--- src/rtl/ictrl_pkg.sv ---
// Shared definitions for the interrupt controller: FSM encoding, default
// register addresses and the vector width.
package ictrl_pkg;

  localparam int VEC_W = 3;

  localparam logic [15:0] MASK_ADDR_DEF = 16'hFFF0;
  localparam logic [15:0] PEND_ADDR_DEF = 16'hFFF1;
  localparam logic [15:0] OVF_ADDR_DEF  = 16'hFFF2;

  typedef enum logic [1:0] {
    IDLE = 2'd0,
    REQ  = 2'd1,
    SVC  = 2'd2
  } ictrl_state_e;

endpackage

--- src/rtl/interrupt_controller_prio_encoder.sv ---
// Lowest-index-first priority encoder: N_IRQ request bits to a VEC_W-bit index.
module prio_encoder
  import ictrl_pkg::*;
#(
  parameter int N_IRQ = 8
) (
  input  logic [N_IRQ-1:0] req,
  output logic [VEC_W-1:0] idx,
  output logic             valid
);

  always_comb begin
    idx   = '0;
    valid = |req;
    // Scan downward so the lowest set index is the last one written.
    for (int i = N_IRQ - 1; i >= 0; i--) begin
      if (req[i]) idx = VEC_W'(i);
    end
  end

endmodule

--- src/rtl/interrupt_controller.sv ---
// Edge-capturing, maskable interrupt controller with ack/done CPU handshake.
// Optional overflow (lost interrupt) register enabled by macro ICTRL_OVF_EN.
//
//   state | meaning
//   IDLE  | waiting for an unmasked pending source
//   REQ   | int_req high, waiting for int_ack (or for the source to be masked)
//   SVC   | handler running, no new request until int_done
module interrupt_controller
  import ictrl_pkg::*;
#(
  parameter int          N_IRQ     = 8,
  parameter logic [15:0] MASK_ADDR = MASK_ADDR_DEF,
  parameter logic [15:0] PEND_ADDR = PEND_ADDR_DEF,
  parameter logic [15:0] OVF_ADDR  = OVF_ADDR_DEF
) (
  input  logic             clk,
  input  logic             reset,
  input  logic [N_IRQ-1:0] irq_in,
  output logic             int_req,
  output logic [VEC_W-1:0] int_vector,
  input  logic             int_ack,
  input  logic             int_done,
  input  logic [15:0]      bus_addr,
  input  logic             bus_we,
  input  logic [7:0]       bus_wdata,
  output logic [7:0]       bus_rdata,
  output logic             bus_hit
);

  ictrl_state_e     state;
  logic [N_IRQ-1:0] irq_prev;
  logic [N_IRQ-1:0] irq_edge;
  logic [N_IRQ-1:0] pending;
  logic [N_IRQ-1:0] pending_n;
  logic [N_IRQ-1:0] mask;
  logic [N_IRQ-1:0] mask_n;
  logic [N_IRQ-1:0] sel_oh;
  logic [N_IRQ-1:0] ack_clr;
  logic [N_IRQ-1:0] pend_w1c;
  logic [N_IRQ-1:0] ovf_rd;
  logic [VEC_W-1:0] win_idx;
  logic             win_valid;
  logic             mask_keep;
  logic             addr_is_mask;
  logic             addr_is_pend;
  logic             addr_is_ovf;
  logic             hit_ovf;
  logic [7:0]       rdata_n;

  assign addr_is_mask = (bus_addr == MASK_ADDR);
  assign addr_is_pend = (bus_addr == PEND_ADDR);
  assign addr_is_ovf  = (bus_addr == OVF_ADDR);

  assign irq_edge = irq_in & ~irq_prev;
  assign mask_n   = (bus_we && addr_is_mask) ? bus_wdata[N_IRQ-1:0] : mask;
  assign pend_w1c = (bus_we && addr_is_pend) ? bus_wdata[N_IRQ-1:0] : '0;

  always_comb begin
    sel_oh = '0;
    for (int i = 0; i < N_IRQ; i++) begin
      sel_oh[i] = (int_vector == VEC_W'(i));
    end
  end

  assign ack_clr   = (state == REQ && int_ack) ? sel_oh : '0;
  // Clears first, then set: a fresh edge always survives a same-cycle clear.
  assign pending_n = (pending & ~(ack_clr | pend_w1c)) | irq_edge;
  assign mask_keep = |(mask_n & sel_oh);

  prio_encoder #(
    .N_IRQ(N_IRQ)
  ) u_prio (
    .req  (pending & mask),
    .idx  (win_idx),
    .valid(win_valid)
  );

  always_ff @(posedge clk) begin
    if (reset) begin
      irq_prev <= '0;
      pending  <= '0;
      mask     <= '1;
    end else begin
      irq_prev <= irq_in;
      pending  <= pending_n;
      mask     <= mask_n;
    end
  end

  always_ff @(posedge clk) begin
    if (reset) begin
      state      <= IDLE;
      int_req    <= 1'b0;
      int_vector <= '0;
    end else begin
      case (state)
        IDLE: begin
          if (win_valid) begin
            int_vector <= win_idx;
            int_req    <= 1'b1;
            state      <= REQ;
          end
        end
        REQ: begin
          if (int_ack) begin
            int_req <= 1'b0;
            state   <= SVC;
          end else if (!mask_keep) begin
            int_req <= 1'b0;
            state   <= IDLE;
          end
        end
        SVC: begin
          if (int_done) state <= IDLE;
        end
        default: begin
          int_req <= 1'b0;
          state   <= IDLE;
        end
      endcase
    end
  end

`ifdef ICTRL_OVF_EN
  logic [N_IRQ-1:0] ovf;
  logic [N_IRQ-1:0] ovf_w1c;

  assign ovf_w1c = (bus_we && addr_is_ovf) ? bus_wdata[N_IRQ-1:0] : '0;

  // An edge landing on an already-pending source means one request was lost.
  always_ff @(posedge clk) begin
    if (reset) ovf <= '0;
    else       ovf <= (ovf & ~ovf_w1c) | (irq_edge & pending);
  end

  assign ovf_rd  = ovf;
  assign hit_ovf = addr_is_ovf;
`else
  assign ovf_rd  = '0;
  assign hit_ovf = 1'b0;
`endif

  assign bus_hit = addr_is_mask | addr_is_pend | hit_ovf;

  always_comb begin
    rdata_n = '0;
    if (addr_is_mask)      rdata_n[N_IRQ-1:0] = mask;
    else if (addr_is_pend) rdata_n[N_IRQ-1:0] = pending;
    else if (addr_is_ovf)  rdata_n[N_IRQ-1:0] = ovf_rd;
  end

  always_ff @(posedge clk) begin
    if (reset) bus_rdata <= '0;
    else       bus_rdata <= rdata_n;
  end

endmodule
--- config.mk ---
export PLATFORM = sky130hd
export DESIGN_NAME = interrupt_controller
export DESIGN_NICKNAME = d
export VERILOG_FILES = /design/src/rtl/ictrl_pkg.sv /design/src/rtl/interrupt_controller_prio_encoder.sv /design/src/rtl/interrupt_controller.sv
export SDC_FILE = /design/constraint.sdc
export NUM_CORES = 1
export LEC_CHECK = 0
export CAP_MARGIN = 15
export CORE_MARGIN = 1.5
export CORE_UTILIZATION = 36
export CTS_BUF_LIST = sky130_fd_sc_hd__clkbuf_8
export DETAILED_ROUTE_END_ITERATION = 12
export HOLD_SLACK_MARGIN = 0.06
export PLACE_DENSITY = 0.66
export SLEW_MARGIN = 15
export SYNTH_ARGS = -nofsm -noshare
export SYNTH_HDL_FRONTEND = slang
export SYNTH_SLANG_ARGS = --single-unit
--- constraint.sdc ---
create_clock -name clk -period 2.5 [get_ports clk]
set_input_delay 0.375 -clock clk [delete_from_list [all_inputs] [get_ports clk]]
set_output_delay 0.375 -clock clk [all_outputs]
set_load 0.02 [all_outputs]
==> flow_metrics.py <==
metrics = {
    "placement": {
        "gp_congestion": 0.8337,
        "dp_cells": 275,
        "dp_hpwl_um": 3080,
        "io_buffers": 49,
        "pre_cts_ws_ps": -77.02,
    },
    "cells_and_area": {
        "final_cell_mix": "clkdlybuf4s50_1, dfxtp_1, nand2_1, mux2i_1, nor2_1",
        "fin_util_pct": 54.25,
        "n_antenna_cell": 0,
        "area_delta_synth_final_pct": 41.17,
        "final_common_cell": "clkdlybuf4s50_1",
        "nets": 267,
        "final_cells": 283,
        "fillerInstances": 417,
        "drive_gt1_share_pct": 10.82,
    },
    "sta": {
        "period_minus_slack_ps": 2279,
        "worstMarginPinSlew_ps": 553.0,
        "setup_viol": 0,
        "final.setup.tns_ps": 0,
        "worst_slack_ps": 220.7,
        "relSlewSlack_pct": 63.09,
        "hold_viol_final": 0,
        "finalCritPeriodShare_pct": 91.17,
        "rsz0062_at_grt": "no",
        "fin_skew_ps": 8.044,
        "slew_viol_final": 0,
        "fmax_mhz": 438.7,
    },
    "grt": {
        "grt_use_total_pct": 17.80,
        "grt_start_max_net_pins": 17,
        "grt_pass1_vias": 1466,
        "overflow": 0,
        "antenna_found_initial": 0,
        "grt_first_pass_wirelength_um": 7120,
    },
    "yosys": {
        "ys.flop_type": "dfxtp_1",
        "synth_edf_count": 0,
        "synth_cell_types": 36,
        "ys_ff_latch": 38,
        "synth_fa_ha_area_share_pct": 0,
        "syn_inst": 176,
        "muxShareOfSynthArea_pct": 16.70,
        "ys_warn_count": 0,
        "netlist_area_um2": 1708,
        "synth_compound_gate_area_share_pct": 13.99,
        "ys_seq_area_share_pct": 44.54,
        "synth_nets": 213,
        "synthSimpleGateAreaFrac_pct": 19.85,
        "synthArstFlopShare_pct": 0,
        "syn_avg_cell_area_um2": 9.704,
        "synth_xor_area_share_pct": 0,
        "synth_top_family_by_area": "simple AND/OR/NAND/NOR gates",
    },
    "floorplan": {
        "pin_count": 50,
        "row_count": 24,
        "die_w_um": 71.88,
        "chipHeight_um": 71.88,
        "fp.dieArea_um2": 5166,
        "core_um2": 4444,
        "start_util_pct": 38.43,
    },
    "setup_path": {
        "end_kind": "output port",
        "start_kind": "input pin",
        "cp.arrival_ps": 1900,
        "critPathKind": "input pin to output port",
        "critPathLaunch": "bus_addr[1]",
        "crit_required_ps": 2120,
        "crit_fanout": 2,
        "r2r-start": "int_vector[1]",
    },
    "clock_network": {
        "numCtsBuffers": 5,
        "cts_hold_buf": 0,
        "path_clk_slew_ps": 70,
        "cts.path.max_buffers": 2,
        "cts_setup_buffers": 0,
        "cts.sinks": 38,
        "cts_tree": "built",
        "cts_root_buffer": "clkbuf_8",
        "clkLatencyLatePin_ps": 290,
        "htreeDepth": 2,
    },
    "route": {
        "routed_via_density": 5.230,
        "vias": 1480,
        "first_iter_violations": 94,
        "wl_um": 4050,
        "drtPass1Iterations": 4,
        "wire_per_inst_um": 14.31,
        "ant_nets": 0,
        "drc": 0,
    },
    "hold_path": {
        "min_from": "irq_prev[5]",
        "hold_class": "flip-flop to flip-flop",
    },
    "job": {
        "cap_viol_max_count": 0,
    },
    "outcome": {
        "outcome": "finished clean",
    },
    "pwr": {
        "ir_drop_v": 0.0003315,
        "leakage_nw": 0.9919,
        "total_power_mw": 1.579,
        "p_per_area_nw_per_um2": 655.0,
    },
}
==> cells in the mapped netlist (all sizes together), types with 2 or more instances <==
cell type  instances  area, um^2
nor2              12       45.04
nand4              4       25.02
nand3              7       35.03
mux2i             18       180.2
clkbuf             6       22.52
buf                3       23.77
inv               10       37.54
mux4               4       90.09
nand2             25       93.84
o22ai              3       25.02
dfxtp             38       760.7
o311ai             3       26.28
nor2b              8       50.05
o21ai              5       25.02
a22oi              5       37.54
a21oi              3       15.01
a41o               3       30.03
a221oi             2       17.52
and2               3       18.77
==> critical path, cell delays in order <==
cell             delay, ps
clkdlybuf4s50_1        390
or4b_4                 540
nor4_4                 220
dlygate4sd2_1          370
==> through the flow <==
step                hold slack, ps  area, um^2
floorplan                    388.1        1708
global placement             392.0        2270
detailed placement           398.3        2270
CTS                          408.5        2411
global route                 416.5        2411
finish                       407.3        2411
==> registers in the layout, summed over array words and instances, names as in the netlist <==
signal,count
state,2
int_vector,3
mask,8
int_req,1
pending,8
bus_rdata,8
irq_prev,8
==> layer usage <==
metal,routed length (um),track usage (%)
met4,34,4.822
met5,0,0
met3,241,4.219
met2,1903,28.70
met1,1871,23.97
==> timing repair <==
item | 4_1_cts | 5_1_grt
endpoints found under the setup margin | 1 | 0
gates resized for setup | 1 | 0
hold endpoints to repair | 0 | 0
==> kinds of logic (layout without fill, tap and decap cells) <==
kind of cell,count (synthesis),in the layout
AOI/OAI and AO/OA,30,30
DFF,38,38
buffers and inverters,19,74
muxes,23,23
and+or+nand+nor,66,66
==> path summary, 6_finish.rpt <==
kind                              endpoint  slack [ps]  cells after the start
worst min register to register  pending[5]         410                      1
worst max-delay path               bus_hit         220                      4
worst min-delay path            pending[5]         410                      1
worst max register to register     int_req         730                      4
==> cell type report <==
type	instances	area, um^2	share of cell area, %
Sequential cell	38	760.7	31.55
Timing Repair Buffer	56	541.8	22.47
Tap cell	52	65.06	2.698
Clock buffer	6	82.58	3.425
Clock inverter	2	60.06	2.491
Inverter	10	37.54	1.557
Multi-Input combinational cell	119	863.3	35.81
==> report_power, final <==
group          leakage, nW  internal, mW  switching (mW)
clock network       0.0714         0.426           0.215
logic                0.608         0.138           0.102
registers            0.313         0.642          0.0567
total                0.992          1.21           0.374
Power figures use the tool's default switching activity.
==> RTL change, RTL diff (same settings) <==
Set the package constant `VEC_W` to 6 (it was 3).
--- a/src/rtl/ictrl_pkg.sv
+++ b/src/rtl/ictrl_pkg.sv
@@ -2,7 +2,7 @@
 // register addresses and the vector width.
 package ictrl_pkg;
 
-  localparam int VEC_W = 3;
+  localparam int VEC_W = 6;
 
   localparam logic [15:0] MASK_ADDR_DEF = 16'hFFF0;
   localparam logic [15:0] PEND_ADDR_DEF = 16'hFFF1;
Interface: changed (resized int_vector); port bits go from 50 to 53. The function was not compared with the original's and may differ.
==> RTL change against the unedited design <==
- largest power group unchanged
- setup slack lost 0.034 ns
- sequential cell count did not move
- power fell by 2.4%
- first-iteration DRC count is 34% higher
- via count up 12%
- combinational power is 25% higher
- sequential power increased by 1%
- count of clock-buffer cells in the layout unchanged
- synthesized cell count is 15% higher
- utilization down 2.2 points
- final area is 1.9% higher
- routed wire length grew 11%
- fmax down 1.5%
- area after synthesis increased by 3.2%
==> RTL change: results (changes against the unedited design) <==
Run status
  – Status: completed

Detailed routing
  – Starting DRT DRC Count: 126 (+34%)
  – Vias: 1661 (+12%)
  – WL/cell: 13.8 um (-3.7%)

Placed design
  – RePlAce Congestion: 0.844 (+1.2%)
  – DP Worst Slack: -0.234 ns (-0.157 ns)
  – Detailed Place HPWL: 3390 um (+10%)
  – Placed cell area: 2350 um2 (+3.5%)
  – Placed Cells: 318 (+16%)

Logic synthesis
  – Post-Synthesis Cells: 203 (+15%)
  – Ys async rst share: 0 (unchanged)
  – Largest cells by area after synthesis: dfxtp_1, nand2_1, mux2i_1
  – Warnings, synthesis: 0 (unchanged)
  – Distinct cell type count after synthesis: 42 (+17%)
  – Post-synth top cells: nand2_1, dfxtp_1, a21oi_1, mux2i_1, nor2b_1
  – Post-synthesis sequential area ratio: 0.432 (-0.0136)

Power
  – Power Combinational: 0.299 mW (+25%)
  – Leak Pwr: 1.01 nW (+2.3%)
  – Net Sw Frac: 0.269 (+0.0328)
  – Seq. pwr: 0.706 mW (+1%)
  – Max VDD drop: 0.295 mV (-11%)

Global routing
  – Vias in the first global route: 1611 (+9.9%)
  – Largest net degree at the start of global routing: 15 (-2)
  – Initial antenna violation count: 0 (unchanged)
  – Global Route Usage Sum: 0.189 (+0.0106)
  – First-pass GRT wire length: 7600 um (+6.7%)

Final layout
  – Non-filler cells, final: 325 (+15%)
  – Final net count: 295 (+10%)
  – Share of layout cells above drive strength 1: 0.0814 (-0.0268)
  – Fillers: 446 (+7.0%)
  – Sequential standard cell area: 761 um2 (unchanged)

Setup path
  – RR Startpoint: int_vector[2]$_SDFFE_PP0P_
  – Critical-path top delay cell: or4b_4
  – Crit-path leading delay family: simple AND/OR/NAND/NOR gates
  – Crit-path max FO: 2 (unchanged)
  – Critical Path Max Stage Delay: 0.53 ns

Min path
  – Hold Crit Start: irq_prev[7]$_SDFF_PP0_
  – Worst min-delay path class: reg2reg

Timing
  – Clock Skew: 0.00926 ns (+0.00122 ns)
  – Slew HR: 0.606 (-0.0251)

Clock tree
  – Worst-path clk slew: 0.07 ns (about the same)
  – H-tree depth: 2 (unchanged)
  – Total CTS buffers: 5 (unchanged)
  – CTS Buffer Depth: 2 (unchanged)
RTL change: layer usage:
metal  track usage  up-vias  routed length (um)  share of wire
met1         0.250      773                2080           0.46
met4        0.0587        0                  46          0.010
li1              -      838                   -              -
met5             0        -                   0              0
met2         0.295       43                2140           0.48
met3        0.0580        7                 217          0.048
RTL change: per-stage QoR:
stage	hold slack (ns)	power (mW)
5_1_grt	0.446	1.61
3_5_place_dp	0.412	1.02
6_report	0.418	1.54
2_1_floorplan	0.399	0.883
3_3_place_gp	0.402	1.01
4_1_cts	0.422	1.54
RTL change: layout make-up:
type                            count  share of cell area
Tap cell                           67              0.0341
Sequential cell                    38               0.310
Timing Repair Buffer               57               0.222
Inverter                            9              0.0137
Clock inverter                      1              0.0122
Multi-Input combinational cell    147               0.375
Clock buffer                        6              0.0336
RTL change: path summary, 6_finish.rpt:
| check | endpoint | slack (ns) | depth (start not counted) |
|---|---|---|---|
| setup / recovery | bus_hit | 0.19 | 5 |
| hold / removal | pending[7]$_SDFF_PP0_ | 0.42 | 1 |
| setup reg to reg | int_req$_SDFFE_PP0P_ | 0.72 | 5 |
| hold reg to reg | pending[7]$_SDFF_PP0_ | 0.42 | 1 |
RTL change: kinds of logic (layout without fill, tap and decap cells):
logic type             after synthesis  count (layout)  synth area share
AO/OA/AOI/OAI                       45              45             0.193
flip-flops                          38              38             0.432
other                                1               3           0.00213
buffers and inverters               20              73            0.0497
AND/OR/NAND/NOR                     88              88             0.258
multiplexers                        11              11            0.0653
RTL change: timing repair:
action	4_1_cts	5_1_grt
setup endpoints to repair	1	1
hold buffers	0	0
gates resized for setup	1	2
